<file path="src/rtl/pio_osr.sv">
// Output shift register between the TX FIFO and the OUT datapath.
// Serves 1..32-bit shifts with optional autopull, plus blocking and non-blocking PULL.
module pio_osr (
    input  logic        clk,
    input  logic        rst,
    input  logic        fifo_empty,
    input  logic [31:0] fifo_data,
    output logic        fifo_pop,
    input  logic        shift_req,
    input  logic [5:0]  shift_count,
    input  logic        shift_right,
    input  logic        pull_req,
    input  logic        pull_block,
    input  logic [31:0] x_value,
    input  logic        autopull_en,
    input  logic [4:0]  pull_thresh,
    output logic [31:0] out_data,
    output logic        ack,
    output logic        stall,
    output logic [5:0]  osr_count
);
    typedef enum logic [1:0] {IDLE, POP, LOAD} state_t;

    state_t      state, state_nx;
    logic [31:0] osr;
    logic        pull_op, pull_op_nx;
    logic        stall_nx, do_shift, do_xload;
    logic [5:0]  n_eff, thresh, count_sum_sat;
    logic        refill;
    logic [6:0]  count_sum;
    logic [63:0] shr, shl, mask;
    logic [31:0] shift_out, osr_shifted;

    assign n_eff  = (shift_count == 6'd0 || shift_count > 6'd32) ? 6'd32 : shift_count;
    assign thresh = (pull_thresh == 5'd0) ? 6'd32 : {1'b0, pull_thresh};
    assign refill = autopull_en && (osr_count >= thresh);

    // 64-bit staging keeps a full 32-bit shift well defined and zero-filled.
    assign shr  = {32'b0, osr} >> n_eff;
    assign shl  = {32'b0, osr} << n_eff;
    assign mask = (64'd1 << n_eff) - 64'd1;

    assign shift_out   = shift_right ? (osr & mask[31:0]) : shl[63:32];
    assign osr_shifted = shift_right ? shr[31:0] : shl[31:0];

    assign count_sum     = {1'b0, osr_count} + {1'b0, n_eff};
    assign count_sum_sat = (count_sum > 7'd32) ? 6'd32 : count_sum[5:0];

    always_comb begin
        state_nx   = state;
        pull_op_nx = pull_op;
        stall_nx   = 1'b0;
        do_shift   = 1'b0;
        do_xload   = 1'b0;
        case (state)
            IDLE: begin
                // The ack cycle is the requester's deassert cycle; requests are ignored then.
                if (!ack) begin
                    if (pull_req) begin
                        if (!fifo_empty) begin
                            state_nx   = POP;
                            pull_op_nx = 1'b1;
                        end else if (pull_block) begin
                            stall_nx = 1'b1;
                        end else begin
                            do_xload = 1'b1;
                        end
                    end else if (shift_req) begin
                        if (!refill) begin
                            do_shift = 1'b1;
                        end else if (!fifo_empty) begin
                            state_nx   = POP;
                            pull_op_nx = 1'b0;
                        end else begin
                            stall_nx = 1'b1;
                        end
                    end
                end
            end
            POP:     state_nx = LOAD;
            LOAD:    state_nx = IDLE;
            default: state_nx = IDLE;
        endcase
    end

    always_ff @(posedge clk or posedge rst) begin
        if (rst) begin
            state     <= IDLE;
            pull_op   <= 1'b0;
            osr       <= 32'd0;
            osr_count <= 6'd32;
            out_data  <= 32'd0;
            ack       <= 1'b0;
            stall     <= 1'b0;
            fifo_pop  <= 1'b0;
        end else begin
            state    <= state_nx;
            pull_op  <= pull_op_nx;
            stall    <= stall_nx;
            fifo_pop <= (state_nx == POP);
            ack      <= 1'b0;
            if (do_shift) begin
                osr       <= osr_shifted;
                out_data  <= shift_out;
                osr_count <= count_sum_sat;
                ack       <= 1'b1;
            end
            if (do_xload) begin
                osr       <= x_value;
                osr_count <= 6'd0;
                ack       <= 1'b1;
            end
            // fifo_data is valid here, one cycle after the edge that sampled fifo_pop.
            if (state == LOAD) begin
                osr       <= fifo_data;
                osr_count <= 6'd0;
                ack       <= pull_op;
            end
        end
    end
endmodule

</file>
<file path="config.mk">
export PLATFORM = sky130hd
export DESIGN_NAME = pio_osr
export DESIGN_NICKNAME = d
export VERILOG_FILES = /design/src/rtl/pio_osr.sv
export SDC_FILE = /design/constraint.sdc
export NUM_CORES = 1
export LEC_CHECK = 0
export ABC_AREA = 1
export BUFFER_PORTS_ARGS = -buffer_cell sky130_fd_sc_hd__buf_2
export CORE_UTILIZATION = 45
export DETAILED_ROUTE_END_ITERATION = 10
export PLACE_DENSITY = 0.75
export RECOVER_POWER = 50
export SLEW_MARGIN = 20
export SYNTH_ARGS = -nofsm -noshare
export SYNTH_HDL_FRONTEND = slang
export SYNTH_SLANG_ARGS = --single-unit
</file>
<file path="constraint.sdc">
create_clock -name clk -period 5.5 [get_ports clk]
set_input_delay 0.275 -clock clk [delete_from_list [all_inputs] [get_ports clk]]
set_output_delay 0.275 -clock clk [all_outputs]
set_load 0.05 [all_outputs]
</file>
=== After elaboration in Yosys (flattened, before gate mapping) ===
Cells that the tools add are included.

* Add/subtract/negate cells: 2
* Magnitude comparators: 3
* Equal/unequal tests: 5
* Shift-type cells: 3
* Multiplexer cells: 43
* Bitwise logic cells: 2
* Reduce and logical (&&, ||, !) cells: 9

{| class="wikitable"
|+ Operators by type and width
! kind !! count
|-
| 32-bit 2-to-1 mux || 5
|-
| 32-bit by 6-bit << shifter with 64-bit output || 1
|-
| 6-bit 2-to-1 mux || 6
|-
| 32-bit AND || 1
|-
| 1-bit by 6-bit << shifter with 32-bit output, first input constant || 1
|-
| 32-bit by 6-bit right shift with 32-bit output || 1
|-
| 32-bit by 1-bit subtractor with 32-bit output, second input constant || 1
|-
| 1-bit 2-to-1 mux || 26
|-
| 2-bit 2-to-1 mux || 5
|-
| 6-bit by 6-bit adder with 7-bit output || 1
|-
| 7-bit by 6-bit > comparator with 1-bit output, second input constant || 1
|-
| 6-bit greater-or-equal comparator || 1
|-
| 6-bit > comparator, second input constant || 1
|-
| 6-bit logical NOT || 1
|-
| 6-bit AND reduction || 1
|-
| 5-bit logical NOT || 1
|-
| 2-bit by 1-bit == test with 1-bit output, second input constant || 2
|-
| 2-bit case mux with 2 select lines || 1
|-
| 2-bit nonzero test || 2
|-
| 3-bit != test, second input constant || 1
|-
| 3-bit nonzero test || 1
|-
| 2-bit == test, second input constant || 1
|-
| 2-bit logical NOT || 1
|-
| 2-bit != test, second input constant || 1
|-
| other kinds (3) || 3
|}

* Bits in registers: 76
* Bits of input ports: 83
* Output and inout bits: 41
* Word-level logic and storage cells: 75

=== Logic depth before layout (Yosys ltp) ===
Gate-level depths: netlist of the first run.

* Depth in word-level cells: 12
* Depth in mapped cells: 19

=== Worst setup path after synthesis of the first run ===
Ideal clock, no wire load.

* Path kind: input -> register
* Start point: input shift_count[2]
* End point: register osr_count[1]
* Arrival time: 2.575 ns
* Slack: 2.842 ns
* Stages on the path: 19
* Path buffers: 2
* Path through: nor2_2 > nand3_2 > nand2_4 > nand3_4 > inv_2 > buf_2 > buf_2 > ha_1 > a21oi_1 > nand2_1 > a21oi_1 > nor2_1 > nor2_1 > xnor2_1 > o31ai_1 > nand3_1 > nor2_1 > nand2_1 > o21ai_0

* Longest elaborated chain between the ends: 9

{| class="wikitable"
|+ RTL lines
! element !! RTL line !! RTL
|-
| from (decl) || 10 || <nowiki>input logic [5:0] shift_count,</nowiki>
|-
| 6-bit > comparator or 6-bit logical NOT (tied branches) || 34 || <nowiki>assign n_eff = (shift_count == 6'd0 || shift_count > 6'd32) ? 6'd32 : shift_count;</nowiki>
|-
| 1-bit logical OR || 34 ||
|-
| 6-bit 2-to-1 mux * || 34 ||
|-
| 6-bit by 6-bit adder with 7-bit output * || 46 || <nowiki>assign count_sum = {1'b0, osr_count} + {1'b0, n_eff};</nowiki>
|-
| 7-bit by 6-bit > comparator with 1-bit output || 47 || <nowiki>assign count_sum_sat = (count_sum > 7'd32) ? 6'd32 : count_sum[5:0];</nowiki>
|-
| 6-bit 2-to-1 mux * || 47 ||
|-
| 6-bit 2-to-1 mux * || 102 || <nowiki>if (do_shift) begin</nowiki>
|-
| 6-bit 2-to-1 mux * || 108 || <nowiki>if (do_xload) begin</nowiki>
|-
| 6-bit 2-to-1 mux * || 114 || <nowiki>if (state == LOAD) begin</nowiki>
|-
| to (signal assigned) || 105 || <nowiki>osr_count <= count_sum_sat;</nowiki>
|-
| to (decl) || 20 || <nowiki>output logic [5:0] osr_count</nowiki>
|}

Every way passes the cells marked *; elsewhere a longest branch is shown, timed or not. The select of a mux whose other input is x is not followed.
A chain may end at the register's enable or synchronous reset.

=== Worst setup path in the final report of the first run ===
* Start point: input shift_count[0]
* End point: register osr_count[1]

The elaborated chain is that of the path after synthesis.

==> results.md, run 1 <==
- Setup Fix Bufs, Post-CTS: 0
- Mux cell area share after synthesis: 0%
- Placed cell count: around 2000
- Unrepaired setup endpoints after global routing: false
- Slew Viols, Final: 0
- Count leader, synth: nand2_1
- Post-synth EDFFs: 0
- Wirelength, routed: roughly 46000 um
- Setup TNS: 0 ns
- Post-Synth Adder-Cell Area: under 10%
- Synth Cell Area: around 9600 um^2
- Comb power frac: between 60% and 70%
- Die area: between 20000 and 25000 um^2
- Largest family of logic cells by synthesized area: simple AND/OR/NAND/NOR gates
- Via Count: about 13000
- Clk root buf: clkbuf_16
- Critical path arrival: around 4.3 ns
- Vias per cell: ~6
- PD cells: between 400 and 500 nW/um^2
- GP Congestion: around 1.0
- Core ar.: roughly 21000 um^2
- Largest net degree at the start of global routing: approximately 90
- R2R depth: 15
- Cell internal pwr: approximately 1.9 mW
- Met3 Wirelength: between 5000 and 6000 um
- H-tree Lvls: 3
- Worst IR Drop VDD: 0.000295 V
- Period minus WS final: slightly above 4 ns
- Primary FF master, synth: dfrtp_1
- Syn_nets: 1849
- Total GRT Usage: a little over two fifths
- Final setup margin: around 1.5 ns
- CP max FO: 60
- Remaining global-route overflow: 0
- P_leak: around 5.7 nW
- Hold slack final: ~0.14 ns
- Max Freq: 249 MHz
- Final period util: around 73%
- Clock Sinks: between 70 and 80
- Worst min path class: input port to asynchronous set/reset pin
- Post-Synth XOR/XNOR Area: less than 1%
- CP most frequent cell: nor2_1
- TritonCTS clock tree: built
- Worst path slowest cell: buf_4
- Synth Area in Simple Gates: a little under three fifths
- Final std cells w/o fill: a little over 2000
- Synth Warn #: 0
- Worst-case clock buffer depth: 2
- Cells after Synth: 1752
- Post-synth top cells: nand2_1 (606), nand3_1 (423), inv_1 (131)
- Async SR Flop Fraction: 100%
- Drt first pass iters: 10
- Die H: 148 um
- DPL Wire Length: approximately 36000 um
- Crit. End Element: flop
- CTS Buf Count: 9
- Critical Path Max Stage Delay: approximately 0.53 ns
- Number of DRC markers in iteration 0: 2009
- Power Total: 4.53 mW
- Top layer in use: met4
- Layout cell share with drive strength beyond 1: 9.95%
- Layout Skew: 0.0116 ns
- Max-cap violation count: 0
- Worst Path Required: roughly 5.8 ns
- Synth unique cells: between 40 and 50
- Status: finished, final reports clean
- Clock power share: roughly 14%
- Cells along the critical path: buf_2 > nor2_4 > nand3_4 > nand3_4 > buf_4 > inv_2 > fa_1 > nand3_1 > nand2_1 > nor2_1 > nor2_1 > o31ai_1 > nand3_1 > nor2_1 > nand2_1 > o21ai_0
- Final hold violations: 0
- Least-Margin Pin Slew: between 1 and 1.5 ns
- Setup CP Type: input port to flop
- Rows: 53
- Crit start category: input port
- Synth area leaders: nand2_1 (24%), nand3_1 (22%), dfrtp_1 (20%)
- Switching share of power: a little under 60%
- Avg Synthesized Cell Area: between 5 and 6 um^2
- Routed WL per cell: around 22 um
- I/O pin count: between 100 and 150
- Sw Pwr: ~2.6 mW
- Initial antenna violation count: 2
- # nets final: ~1900
- Residual DRC count: 0
- Worst-path clk slew: 0.07 ns
- Die W: 148 um
- Port Buf Inserts: about 120
- Synth top area share: 23.7%
- Starting density of the core: a little under half
- Synth area leader: nand2_1
- Post_cts resized: 0
- # setup viols final: 0
- Seq/Total Area, Yosys: 19.8%
- Clock Latency Late Sink: 0.36 ns
- Vias in the first global route: 11732
- First-pass GRT wire length: ~70000 um
- DR WL met2: 19300 um
- WL met1: ~19000 um
- Sequential Power Share: about a quarter
- ANT nets after route: 0
- #FFs+latches synth: 76
- Pre-CTS WS: ~1.3 ns
- Area Overhead vs Synth: 9.82%
- Compound-cell area share of the yosys netlist: about a tenth
- Post-CTS Hold Buffers: 0
- Rel. slew slack: 26.9%
[metal layers]
layer | track usage [%] | vias up
li1 | - | 5931
met1 | 57.1 | 5844
met2 | 63.9 | 863
met3 | 9.35 | 189
met4 | 22.9 | 0
met5 | 0 | -
[through the flow]
step | utilization [%] | area [um^2]
final | 50.3 | 10500
after detailed placement | 48.9 | 10200
after CTS | 50.4 | 10600
after floorplan | - | 9590
after global routing | 50.3 | 10500
after global placement | 48.9 | 10200
[cells by family (layout without fill, tap and decap cells)]
group / after synthesis / count (layout)
AND/OR/NAND/NOR: 1229 / 1229
buffers and inverters: 252 / 299
AO/OA/AOI/OAI: 176 / 176
flip-flops: 76 / 76
adder cells (fa/ha/maj): 14 / 14
XOR/XNOR: 4 / 4
other: 1 / 2
[path summary, 6_finish.rpt]
| check | start | end | slack [ns] |
|---|---|---|---|
| worst max-delay path | shift_count[0] | osr_count[1] | 1.48 |
| worst min-delay path | rst | state[0] | 0.14 |
| worst max register to register | osr_count[1] | osr_count[2] | 2.02 |
| worst min register to register | state[1] | state[1] | 0.46 |
| max in group asynchronous | rst | osr[26] | 4.85 |
| min in group clk | fifo_empty | stall | 0.19 |
[cell type report]
type                       count  area (um^2)
inverter                     139          524
clock inverter                 7         80.1
timing repair buffer         144          766
clock buffer                   9          225
multi-input combinational   1424         6690
tap                          275          344
antenna                        1         2.50
fill                        2329        10400
sequential                    76         1900
[flip-flops by register name, summed over array words and instances (netlist names)]
name and cells:
osr 32, out_data 32, osr_count 6, state 2, ack 1, fifo_pop 1
pull_op 1, stall 1
[critical path: cells and delay by family]
family	cells	cell delay, ns
simple gates	10	1.68
compound gates	2	0.40
buf+inv	3	1.33
fa+ha+maj	1	0.53
[cells in the final DEF, fill, tap and decap left out, drive strengths merged, types with 13 or more instances in the layout]
cell type / Yosys / routed
a21oi: 85 / 85
buf: 69 / 125
clkbuf: 44 / 28
dfrtp: 75 / 75
ha: 13 / 13
inv: 139 / 141
nand2: 607 / 607
nand3: 429 / 429
nand3b: 13 / 13
nand4: 56 / 56
nor2: 93 / 93
nor3: 19 / 19
o21ai: 55 / 55
[power by group through the flow]
stage | clock [mW] | combinational [mW] | sequential (mW)
after global placement | 0 | 2.65 | 1.13
after detailed placement | 0 | 2.67 | 1.13
final | 0.648 | 2.73 | 1.15
after CTS | 0.651 | 2.68 | 1.12
after global routing | 0.670 | 2.96 | 1.15
after floorplan | 0 | 1.47 | 1.43
No activity file was read; power rests on OpenSTA's default activity.
==> inputs of run 2 (changes only) <==
clock period = 3.9 ns   (was 5.5 ns; I/O delays follow)
==> run 2 against run 1 <==
Against the previous run:
- the flow now finishes with violations (capacitance limit, slew limit)
- global-route usage increased by 1.0 points
- setup slack worse by 0.60 ns
- clock skew up 0.00084 ns
- flip-flop and latch count is the same
- via count is 0.83% higher
- first-iteration DRC count shrank 13%
- clock power increased by 46%
- critical path type is now flop to flop
==> results.md, run 2 (synthesized netlist as in run 1, its figures left out) <==
- Worst min path class: input port to flop
- ANT nets after route: 0 (unchanged)
- Residual DRC count: 0 (unchanged)
- Most frequent cells in the layout: nand2_1 (606), nand3_1 (423), inv_1 (129)
- Clock Latency Late Sink: 0.36 ns (about the same)
- Crit start category: flop
- Worst-case clock buffer depth: 2 (unchanged)
- # nets final: 1911 (+1.1%)
- Area Overhead vs Synth: 11.3%
- Port Buf Inserts: 123 (unchanged)
- Max-cap violation count: 1 (+1)
- PD cells: 601 nW/um^2 (+40%)
- Setup TNS: 0 ns (unchanged)
- Vias in the first global route: 11690 (-0.36%)
- Number of fillers in the final layout: 2366 (+1.6%)
- Max Freq: approximately 330 MHz
- # setup viols final: 0 (unchanged)
- GP Congestion: 1.06 (+0.96%)
- Worst Path Required: 4.14 ns (-1.63 ns)
- Initial antenna violation count: 2 (unchanged)
- Clock Sinks: 76 (unchanged)
- R2r endpoint: osr[7]
- Setup CP Type: flop to flop
- Least-Margin Pin Slew: 2.05 ns (+0.954 ns)
- Layout cell share with drive strength beyond 1: 9.62% (-0.33 points)
- Status: finished with violations
- Biggest regs: osr (32), out_data (32), osr_count (6)
- Core ar.: 21000 um^2 (unchanged)
- Post-CTS Hold Buffers: 1 (+1)
- Clk root buf: clkbuf_16
- Multi-input logic area: 6690 um^2 (about the same)
- Setup Fix Bufs, Post-CTS: 0 (unchanged)
- Drt first pass iters: 9 (-1)
- Total GRT Usage: 43.8% (+1.0 points)
- # diodes: 0 (-1)
- CP max FO: 17 (-72%)
- Unrepaired setup endpoints after global routing: false
- TritonCTS clock tree: built
- Power Total: 6.42 mW (+42%)
- Rows: 53 (unchanged)
- Final period util: between 70% and 80%
- Post_cts resized: 0 (unchanged)
- Worst IR Drop VDD: 0.000384 V (+30%)
- Critical path arrival: 3.26 ns (-1.03 ns)
- R2R depth: 12 (-3)
- Final setup margin: 0.879 ns (-0.600 ns)
- Final hold violations: 0 (unchanged)
- Die area: 21900 um^2 (unchanged)
- I/O pin count: 124 (unchanged)
- Commonest non-fill, non-tap cell in the layout: nand2_1
- Wirelength, routed: 47600 um (+2.5%)
- Remaining global-route overflow: 0 (unchanged)
- Number of DRC markers in iteration 0: 1756 (-13%)
- Worst-path clk slew: 0.07 ns (about the same)
- CTS Buf Count: 9 (unchanged)
- R2r startpoint: state[1]
- Die W: 148 um (unchanged)
- Pre-CTS WS: 0.895 ns (-0.370 ns)
- Routed WL per cell: 22.7 um (+1.6%)
- Crit. End Element: flop
- Via Count: 12934 (+0.83%)
- End of the critical path: osr[7]
- R2R Setup Slk: 0.88 ns (-1.14 ns)
- Largest net degree at the start of global routing: 70 (-20%)
- Setup crit start: state[1]
- Starting density of the core: 45.8% (unchanged)
- Rel. slew slack: -37.4% (-64 points)
- Layout Skew: 0.0124 ns (+0.000836 ns)
- First-pass GRT wire length: 70800 um (+1.0%)
- Failing checks: capacitance limit, slew limit
- Period minus WS final: 3.02 ns
- Register Area: 1900 um^2 (unchanged)
- H-tree Lvls: 3 (unchanged)
- Vias per cell: 6.18 (about the same)
- DPL Wire Length: 37000 um (+4.2%)
- Slew Viols, Final: 44 (+44)
- Die H: 148 um (unchanged)
- P_leak: 5.78 nW (+0.65%)
-- run 2: cell count changes in the layout (fill, tap and decap cells not counted), moves of 2 or more --
cell / delta
inv_6: -2
clkinv_4: +2
buf_2: -22
clkinv_2: -2
buf_4: +18
clkbuf_1: +22
-- run 2: metal layers --
| metal | vias up | GRT usage, % | share of wire [%] |
|---|---|---|---|
| met1 | 5898 | 59.0 | 40 |
| met3 | 163 | 8.89 | 12 |
| met2 | 898 | 65.7 | 42 |
| met4 | 4 | 22.6 | 5.6 |
| li1 | 5971 | - | - |
| met5 | - | 0 | 0.048 |
-- run 2: cell type report --
type / instances / share of cell area, %
clock buffers: 9 / 2.11
clock inverters: 7 / 0.891
repair buffers: 164 / 8.40
well taps: 275 / 3.22
flip-flops and latches: 76 / 17.8
inverters: 139 / 4.90
multi-input cells: 1424 / 62.6
-- run 2: worst min-delay path by stage --
stage / startpoint / end / cells past startpoint
finish: fifo_empty / stall / 3
CTS: fifo_empty / stall / 3
floorplan: pull_req / pull_op / 1
detailed placement: rst / out_data[31] / 2
global placement: rst / out_data[31] / 2
global route: fifo_data[31] / osr[31] / 3
-- run 2: power breakdown --
part | switching [mW] | internal [mW]
clock network | 0.427 | 0.516
logic | 2.86 | 1.00
registers | 0.478 | 1.14
total | 3.77 | 2.65
-- run 2: metrics by stage --
stage | instances | hold slack, ns | util [%] | instance area (um^2)
after floorplan | 1752 | 0.319 | - | 9590
after global placement | 2077 | 0.349 | 49.6 | 10400
after detailed placement | 2077 | 0.366 | 49.6 | 10400
after CTS | 2094 | 0.108 | 51.2 | 10700
after global routing | 2094 | 0.145 | 50.9 | 10700
final | 2094 | 0.111 | 50.9 | 10700
-- run 2: worst max-delay path, cell delays in order, from the launching register on --
cell and delay [ns]:
dfrtp_1 0.40, nor3_1 0.37, inv_1 0.17, nor3_4 0.28, buf_4 0.29, inv_1 0.10, nand2_1 0.09, inv_1 0.06
nand2_1 0.32, inv_1 0.35, buf_4 0.31, nand2_1 0.08, nand2_1 0.06
